`src/rtl/rf_wport_arb_pkg.sv`:
```
// rf_wport_arb_pkg: shared WB write-bundle layout and long-latency entry format
package rf_wport_arb_pkg;
  localparam int WB_RF_BUS_WD = 38;
  localparam int WE_BIT       = 37;
  localparam int WADDR_MSB    = 36;
  localparam int WADDR_LSB    = 32;
  localparam int WDATA_MSB    = 31;
  localparam int WDATA_LSB    = 0;
  localparam int LU_ENT_WD    = 37;
  localparam int RADDR_WD     = 5;
  typedef struct packed {
    logic [RADDR_WD-1:0] waddr;
    logic [31:0]         wdata;
  } lu_ent_t;
endpackage

```
`src/rtl/rf_wport_arb_sync_fifo.sv`:
```
// sync_fifo: small circular FIFO exposing per-entry valid mask and top-bit tags
module sync_fifo
  import rf_wport_arb_pkg::*;
#(
  parameter int WIDTH = LU_ENT_WD,
  parameter int DEPTH = 2,
  parameter int TAG_W = RADDR_WD
) (
  input  logic                     clk,
  input  logic                     resetn,
  input  logic                     push,
  input  logic                     pop,
  input  logic [WIDTH-1:0]         wdata,
  output logic [WIDTH-1:0]         rdata,
  output logic [$clog2(DEPTH):0]   count,
  output logic [DEPTH-1:0]         vld,
  output logic [DEPTH*TAG_W-1:0]   tags
);
  localparam int AW = $clog2(DEPTH);
  logic [WIDTH-1:0] mem_q [DEPTH];
  logic [AW-1:0]    rd_q, wr_q;
  logic [AW:0]      cnt_q;
  // storage needs no reset: the valid mask hides stale slots
  always_ff @(posedge clk) begin
    if (push) mem_q[wr_q] <= wdata;
  end
  // pointers and occupancy; caller never pushes when full or pops when empty
  always_ff @(posedge clk or negedge resetn) begin
    if (!resetn) begin
      rd_q  <= '0;
      wr_q  <= '0;
      cnt_q <= '0;
    end else begin
      rd_q  <= rd_q + AW'(pop);
      wr_q  <= wr_q + AW'(push);
      cnt_q <= cnt_q + (AW+1)'(push) - (AW+1)'(pop);
    end
  end
  // a slot is live when its distance from the head is below the occupancy
  always_comb begin
    vld  = '0;
    tags = '0;
    for (int i = 0; i < DEPTH; i++) begin
      vld[i]                 = {1'b0, AW'(i) - rd_q} < cnt_q;
      tags[i*TAG_W +: TAG_W] = mem_q[i][WIDTH-1 -: TAG_W];
    end
  end
  assign rdata = mem_q[rd_q];
  assign count = cnt_q;
endmodule

```
`src/rtl/rf_wport_arb.sv`:
```
// rf_wport_arb: shares the RF write port between WB (priority) and queued long-latency results
module rf_wport_arb
  import rf_wport_arb_pkg::*;
#(
  parameter int DEPTH      = 2,
  parameter int STARVE_MAX = 4
) (
  input  logic                    clk,
  input  logic                    resetn,
  input  logic [WB_RF_BUS_WD-1:0] wb_to_rf_data,
  input  logic                    lu_valid,
  output logic                    lu_ready,
  input  logic [RADDR_WD-1:0]     lu_waddr,
  input  logic [31:0]             lu_wdata,
  output logic                    rf_we,
  output logic [RADDR_WD-1:0]     rf_waddr,
  output logic [31:0]             rf_wdata,
  output logic                    wb_hold,
  input  logic [RADDR_WD-1:0]     id_raddr1,
  input  logic [RADDR_WD-1:0]     id_raddr2,
  output logic                    pend_hit1,
  output logic                    pend_hit2
);
  localparam int AW = $clog2(DEPTH);
  localparam int SW = $clog2(STARVE_MAX + 1);
  localparam logic [SW-1:0] SMAX = SW'(STARVE_MAX);
  logic [RADDR_WD-1:0]       wb_waddr;
  logic                      wb_act, fifo_push, fifo_pop, fifo_nempty, hit1, hit2;
  lu_ent_t                   head;
  logic [AW:0]               count;
  logic [DEPTH-1:0]          vld;
  logic [DEPTH*RADDR_WD-1:0] tags;
  logic [SW-1:0]             starve_q, starve_d;
  logic                      hold_q, hold_d;
  assign wb_waddr    = wb_to_rf_data[WADDR_MSB:WADDR_LSB];
  assign wb_act      = wb_to_rf_data[WE_BIT] & (wb_waddr != '0);
  assign fifo_nempty = count != '0;
  assign lu_ready    = count < (AW+1)'(DEPTH);
  assign fifo_push   = lu_valid & lu_ready & (lu_waddr != '0);
  assign fifo_pop    = ~wb_act & fifo_nempty;
  sync_fifo #(.WIDTH(LU_ENT_WD), .DEPTH(DEPTH), .TAG_W(RADDR_WD)) u_fifo (
    .clk   (clk),
    .resetn(resetn),
    .push  (fifo_push),
    .pop   (fifo_pop),
    .wdata ({lu_waddr, lu_wdata}),
    .rdata (head),
    .count (count),
    .vld   (vld),
    .tags  (tags)
  );
  // combinational grant keeps WB writeback at zero added latency; quiet while reset is held
  always_comb begin
    rf_we    = resetn & (wb_act | fifo_nempty);
    rf_waddr = wb_act ? wb_waddr : head.waddr;
    rf_wdata = wb_act ? wb_to_rf_data[WDATA_MSB:WDATA_LSB] : head.wdata;
  end
  // RAW hits against every queued entry, including the one popping this cycle
  always_comb begin
    hit1 = 1'b0;
    hit2 = 1'b0;
    for (int i = 0; i < DEPTH; i++) begin
      hit1 = hit1 | (vld[i] & (tags[i*RADDR_WD +: RADDR_WD] == id_raddr1));
      hit2 = hit2 | (vld[i] & (tags[i*RADDR_WD +: RADDR_WD] == id_raddr2));
    end
    pend_hit1 = hit1 & (id_raddr1 != '0);
    pend_hit2 = hit2 & (id_raddr2 != '0);
  end
  // blocked-head counter; hold follows the next counter value so it rises with saturation
  always_comb begin
    starve_d = (fifo_pop | ~fifo_nempty) ? '0 : (starve_q == SMAX) ? starve_q : starve_q + SW'(1);
    hold_d   = starve_d == SMAX;
  end
  // starvation state registers
  always_ff @(posedge clk or negedge resetn) begin
    if (!resetn) begin
      starve_q <= '0;
      hold_q   <= 1'b0;
    end else begin
      starve_q <= starve_d;
      hold_q   <= hold_d;
    end
  end
  assign wb_hold = hold_q;
endmodule

```
`config.mk`:
```
export PLATFORM = sky130hd
export DESIGN_NAME = rf_wport_arb
export DESIGN_NICKNAME = d
export VERILOG_FILES = /design/src/rtl/rf_wport_arb_pkg.sv /design/src/rtl/rf_wport_arb_sync_fifo.sv /design/src/rtl/rf_wport_arb.sv
export SDC_FILE = /design/constraint.sdc
export NUM_CORES = 1
export LEC_CHECK = 0
export BUFFER_PORTS_ARGS = -buffer_cell sky130_fd_sc_hd__buf_4
export CAP_MARGIN = 20
export CORE_ASPECT_RATIO = 1.1
export CORE_MARGIN = 4
export CORE_UTILIZATION = 30
export DETAILED_ROUTE_END_ITERATION = 10
export PLACE_DENSITY = 0.59
export SYNTH_ARGS = -nofsm -noshare
export SYNTH_HDL_FRONTEND = slang
export SYNTH_HIERARCHICAL = 1
export SYNTH_SLANG_ARGS = --single-unit
```
`constraint.sdc`:
```
create_clock -name clk -period 3.3 [get_ports clk]
set_input_delay 0.66 -clock clk [delete_from_list [all_inputs] [get_ports clk]]
set_output_delay 0.66 -clock clk [all_outputs]
set_load 0.05 [all_outputs]
```
==> results.ini, run 1 <==
[power]
switchingPower_uw=1410
power.density_mw_per_mm2=765
power.share.combinational=0.380
pwr-share-clk=0.251
p_seq_frac=0.369
ir_drop_uv=306
switching_share=0.345
cellLeakagePower_uw=0.00213
p_int_uw=2670

[cts]
cts_root_buf=clkbuf_16
cts.sinks=82
cts_max_path_buffers=2
clkLatencyLatePin_ns=0.33
cts_tree=yes
cts.clk_slew.worst_paths_ns=0.06
cts_htree_levels=3
post-cts-setup-buffers=0
ctsHoldBuffers=0
post_cts_resized=0
cts_buffers=9

[global_routing]
grt_pass1_vias=2681
grt_pass1_wl_um=13200
antenna_found_initial=1
grt_max_degree=38
grtUsageTotal=0.112
overflow=0

[worst_setup_path]
r2r_setup_slack_ns=1.23
worstReg2RegStart=u_fifo/count[1]
r2r_cells=3
crit_path_start_kind=input port
end_kind=primary output
cp_max_fo=31
crit_arrival_ns=2.26
path_depth=6
critical_path_class=input port to primary output
setup.worst_path.end=rf_wdata[23]
crit_top_cell=buf_4
reg2reg_to=u_fifo/mem_q[0][31]
cp_data_required_time_ns=2.64
crit_chain=buf_4 -> or4_4 -> o21ai_4 -> buf_12 -> mux2_2 -> buf_4
crit_start=wb_to_rf_data[33]
critPathTopFamily=simple AND/OR/NAND/NOR gates
crit_slowest_cell=or4_4
crit_buf_inv=3
cpPeakStageDelay_ns=0.53

[synthesis]
synthTopCellsByArea=edfxtp_1 56%, mux2_2 19%, dfrtp_1 5.0%
synth_cell_types=28
yosys.area.top_type=edfxtp_1
seq_area_frac_synth=0.611
yosysMostFrequentCell=edfxtp_1
async_reset_ff_frac=0.0976
synthTopCellsByCount=74 x edfxtp_1, 66 x mux2_2, 17 x xor2_1
synth_seq_cells=82
netlist_area_mm2=0.00397
yosys_warnings=6
synth_edf_count=74
syn_inst=259
avgSynthCellArea_um2=15.3
syn_nets=353
synth_top_area_share=0.560
ys.flop_type=edfxtp_1

[timing]
fin_crit_ns=2.92
final-setup-viol-count=0
hold_viol=0
fmax_ghz=0.342
tns_ns=0
maxSlewHeadroom=0.332
hold_slack_ns=0.143
rsz0062_at_grt=false
tightest_slew_ns=1.00
post-route-period-util=0.885
fin_skew_ns=0.00580
slew_viol_final=0

[die]
die_w_um=118
io_pins=130
num_rows=43
core-area_mm2=0.0128
start_util=0.310
die_h_um=129
dieArea_mm2=0.0151

[detailed_routing]
dr.pass1.iters=4
via_count=2516
vias_per_cell=4.61
drt-initial-drc-count=98
drc=0
postRouteAntennaNets=0
wl_per_cell_um=15.5
wirelength_um=8450

[placed_design]
dp_hpwl_um=6270
place_congestion=0.783
portBuffers=129

[finish]
n_antenna_cell=0
fin_nets=479
fillerInstances=1200
area_growth_pct=34.1
drive_above_1_share=0.568

[job]
cap_violations=0

[min_path]
hold_path_class=input port to async pin

[outcome]
run_status=completed

## sequential cells by signal, summed over array words and instances (netlist names)
name and cells:
u_fifo/mem_q 74, starve_q 3, u_fifo/count 2, u_fifo/rd_q 1, u_fifo/wr_q 1, wb_hold 1
## layout by cell type (no fill, tap or decap), types with 3 or more instances in the layout
| cell type | instances |
|---|---|
| buf_4 | 132 |
| edfxtp_1 | 74 |
| mux2_2 | 66 |
| xor2_1 | 17 |
| nand2_1 | 15 |
| inv_1 | 11 |
| clkbuf_16 | 9 |
| nor2_1 | 7 |
| dfrtp_1 | 7 |
| xnor2_1 | 6 |
| nand3_1 | 5 |
| nor4_1 | 5 |
| ha_1 | 4 |
| mux2_4 | 3 |
| a21oi_1 | 3 |
## cells by family after synthesis
kind of cell | share of synthesized area
flip-flops | 0.611
buffers and inverters | 0.0527
multiplexers | 0.199
adder cells (fa/ha/maj) | 0.0189
XOR/XNOR | 0.0508
AND/OR/NAND/NOR | 0.0464
AO/OA/AOI/OAI | 0.0221
## metal layers
| metal | part of all wire | routed length [um] | GRT usage | vias up |
|---|---|---|---|---|
| met2 | 0.49 | 4160 | 0.187 | 97 |
| met4 | 0.022 | 185 | 0.0552 | 2 |
| met1 | 0.40 | 3380 | 0.129 | 1202 |
| met5 | 0.0011 | 9 | 0 | - |
| met3 | 0.084 | 708 | 0.0391 | 19 |
| li1 | - | - | - | 1196 |
## per-stage QoR
stage	instance area [um2]	utilization	total power (uW)	std cells	worst slack, ns
floorplan	3970	-	2670	259	0.512
finish	5320	0.416	4070	546	0.380
global placement	5010	0.392	3070	531	0.391
detailed placement	5010	0.392	3100	531	0.365
CTS	5320	0.416	4140	546	0.365
global route	5320	0.416	4290	546	0.334
## cell type report
class / instances / area [um2] / area share
multi-input cells: 148 / 1340 / 0.252
flip-flops and latches: 82 / 2420 / 0.455
inverters: 11 / 41.3 / 0.00776
clock inverters: 6 / 82.6 / 0.0155
clock buffers: 9 / 225 / 0.0423
repair buffers: 133 / 1010 / 0.190
well taps: 157 / 196 / 0.0369
## power by group through the flow
stage | logic, uW | clock network (uW) | registers, uW
floorplan | 1220 | 0 | 1450
global placement | 1550 | 0 | 1520
detailed placement | 1570 | 0 | 1530
CTS | 1570 | 1060 | 1510
global route | 1660 | 1100 | 1530
finish | 1550 | 1020 | 1500
## worst min-delay path by stage
stage | from | end | slack [ns] | cells after the start
CTS | resetn | starve_q[2] | 0.13 | 1
detailed placement | resetn | starve_q[2] | 0.49 | 1
global route | resetn | starve_q[0] | 0.14 | 1
floorplan | resetn | starve_q[0] | 0.36 | 0
global placement | resetn | starve_q[0] | 0.49 | 1
finish | resetn | starve_q[2] | 0.14 | 1
(Power assumes the default switching activity.)
==> inputs of run 2 (changes only) <==
- CORE_MARGIN: 4 -> not set
==> results.ini, run 2 (synthesized netlist as in run 1, its figures left out) <==
[cts]
ctsHoldBuffers=0  ; unchanged
clkLatencyLatePin_ns=0.33  ; about the same
post-cts-setup-buffers=0  ; unchanged
cts_root_buf=clkbuf_16
post_cts_resized=0  ; unchanged
cts_max_path_buffers=2  ; unchanged
cts_tree=yes
cts_htree_levels=3  ; unchanged
cts_buffers=9  ; unchanged
cts.sinks=82  ; unchanged
cts.clk_slew.worst_paths_ns=0.06  ; about the same

[finish]
multi_input_area_mm2=0.00134  ; unchanged
area_growth_pct=33.8
fin_nets=477  ; -0.42%
fillerInstances=1173  ; -2.3%
final_cell_mix=129 x buf_4, 74 x edfxtp_1, 66 x mux2_2
ff_latch_area_mm2=0.00242  ; unchanged
n_antenna_cell=0  ; unchanged
largest_register=u_fifo/mem_q
stdcell_count=545  ; -0.18%
largest_reg_flops=74  ; unchanged
drive_above_1_share=0.570  ; +0.00146
mostFrequentLayoutCell=buf_4

[job]
cap_violations=0  ; unchanged

[global_routing]
antenna_found_initial=0  ; -1
grt_pass1_vias=2419  ; -9.8%
overflow=0  ; unchanged
grt_pass1_wl_um=12100  ; -7.8%
grt_max_degree=41  ; +7.9%
grtUsageTotal=0.117  ; +0.00561

[worst_setup_path]
end_kind=primary output
cp_max_fo=40  ; +29%
crit_start=wb_to_rf_data[33]
r2r_cells=3  ; unchanged
cp_data_required_time_ns=2.64  ; about the same
crit_arrival_ns=2.31  ; +0.05 ns
worstReg2RegStart=u_fifo/count[1]
crit_path_start_kind=input port
reg2reg_to=u_fifo/mem_q[0][33]
r2r_setup_slack_ns=1.24  ; about the same
critical_path_class=input port to primary output

[die]
io_pins=130  ; unchanged
core-area_mm2=0.0128  ; -0.42%
start_util=0.311  ; +0.00131
die_h_um=123  ; -4.7%
num_rows=43  ; unchanged
dieArea_mm2=0.0137  ; -9.5%
die_w_um=112  ; -5.1%

[detailed_routing]
vias_per_cell=4.50  ; -2.3%
wl_met2_um=3950  ; -5.0%
highest_layer=met4
wl_per_cell_um=14.4  ; -7.0%
wl_met1_um=3240  ; -4.4%
postRouteAntennaNets=0  ; unchanged
drc=10  ; +10
via_count=2453  ; -2.5%
dr.pass1.iters=7  ; +3
wirelength_um=7840  ; -7.2%
drt-initial-drc-count=108  ; +10%
wl_met3_um=535  ; -24%

[timing]
final-setup-viol-count=0  ; unchanged
fin_skew_ns=0.00317  ; -0.00262 ns
post-route-period-util=0.900  ; +0.0151
fin_crit_ns=2.97  ; +0.0497 ns
fin_ws_ns=0.330  ; -0.0497 ns
tns_ns=0  ; unchanged
rsz0062_at_grt=false
maxSlewHeadroom=0.338  ; +0.00635
tightest_slew_ns=0.993  ; -0.00952 ns
hold_viol=0  ; unchanged
slew_viol_final=0  ; unchanged
fmax_ghz=0.337  ; -1.7%

[outcome]
run_status=complete, but fails checks
failed_checks=DRC

[placed_design]
pre_cts_ws_ns=0.317  ; -0.0486 ns
place_congestion=0.899  ; +15%
dp_hpwl_um=5500  ; -12%
place_inst=529  ; -0.38%
portBuffers=129  ; unchanged

[power]
ir_drop_uv=295  ; -3.7%
cellLeakagePower_uw=0.00213  ; -0.42%
power.density_mw_per_mm2=755  ; -1.4%
power_uw=4010  ; -1.6%

[min_path]
hold_path_class=input port to async pin

==> run 2: worst max-delay path, cell delays in order <==
cell and delay (ns):
buf_4 0.11, or4_4 0.54, o21ai_4 0.16, buf_12 0.25, mux2_2 0.37, buf_4 0.19
==> run 2: layer usage <==
layer / GRT usage / up-vias
met5: 0 / -
met4: 0.0515 / 0
li1: - / 1196
met2: 0.196 / 92
met3: 0.0375 / 10
met1: 0.140 / 1155
==> run 2: layout make-up <==
| type | count | area share |
|---|---|---|
| clock buffers | 10 | 0.0431 |
| clock inverters | 6 | 0.0127 |
| inverters | 11 | 0.00778 |
| multi-input cells | 148 | 0.253 |
| flip-flops and latches | 82 | 0.457 |
| well taps | 157 | 0.0370 |
| repair buffers | 131 | 0.190 |
==> run 2: stage by stage <==
step	hold slack (ns)	util	cell area (um2)
3_3_place_gp	0.486	0.393	5010
4_1_cts	0.130	0.416	5310
2_1_floorplan	0.364	-	3970
3_5_place_dp	0.492	0.393	5010
6_report	0.142	0.416	5310
5_1_grt	0.125	0.416	5310
==> run 2: where the power goes <==
part | internal [uW] | switching, uW | leakage [uW]
combinational | 651 | 889 | 0.00121
sequential | 1370 | 134 | 0.000779
clock | 586 | 378 | 0.000139
==> run 2: worst max path at each step <==
stage	end	slack (ns)	cells past startpoint
4_1_cts	rf_wdata[19]	0.31	6
2_1_floorplan	rf_we	0.51	4
5_1_grt	rf_wdata[18]	0.27	6
6_report	rf_wdata[19]	0.33	6
3_5_place_dp	rf_wdata[19]	0.32	6
3_3_place_gp	rf_wdata[21]	0.36	6
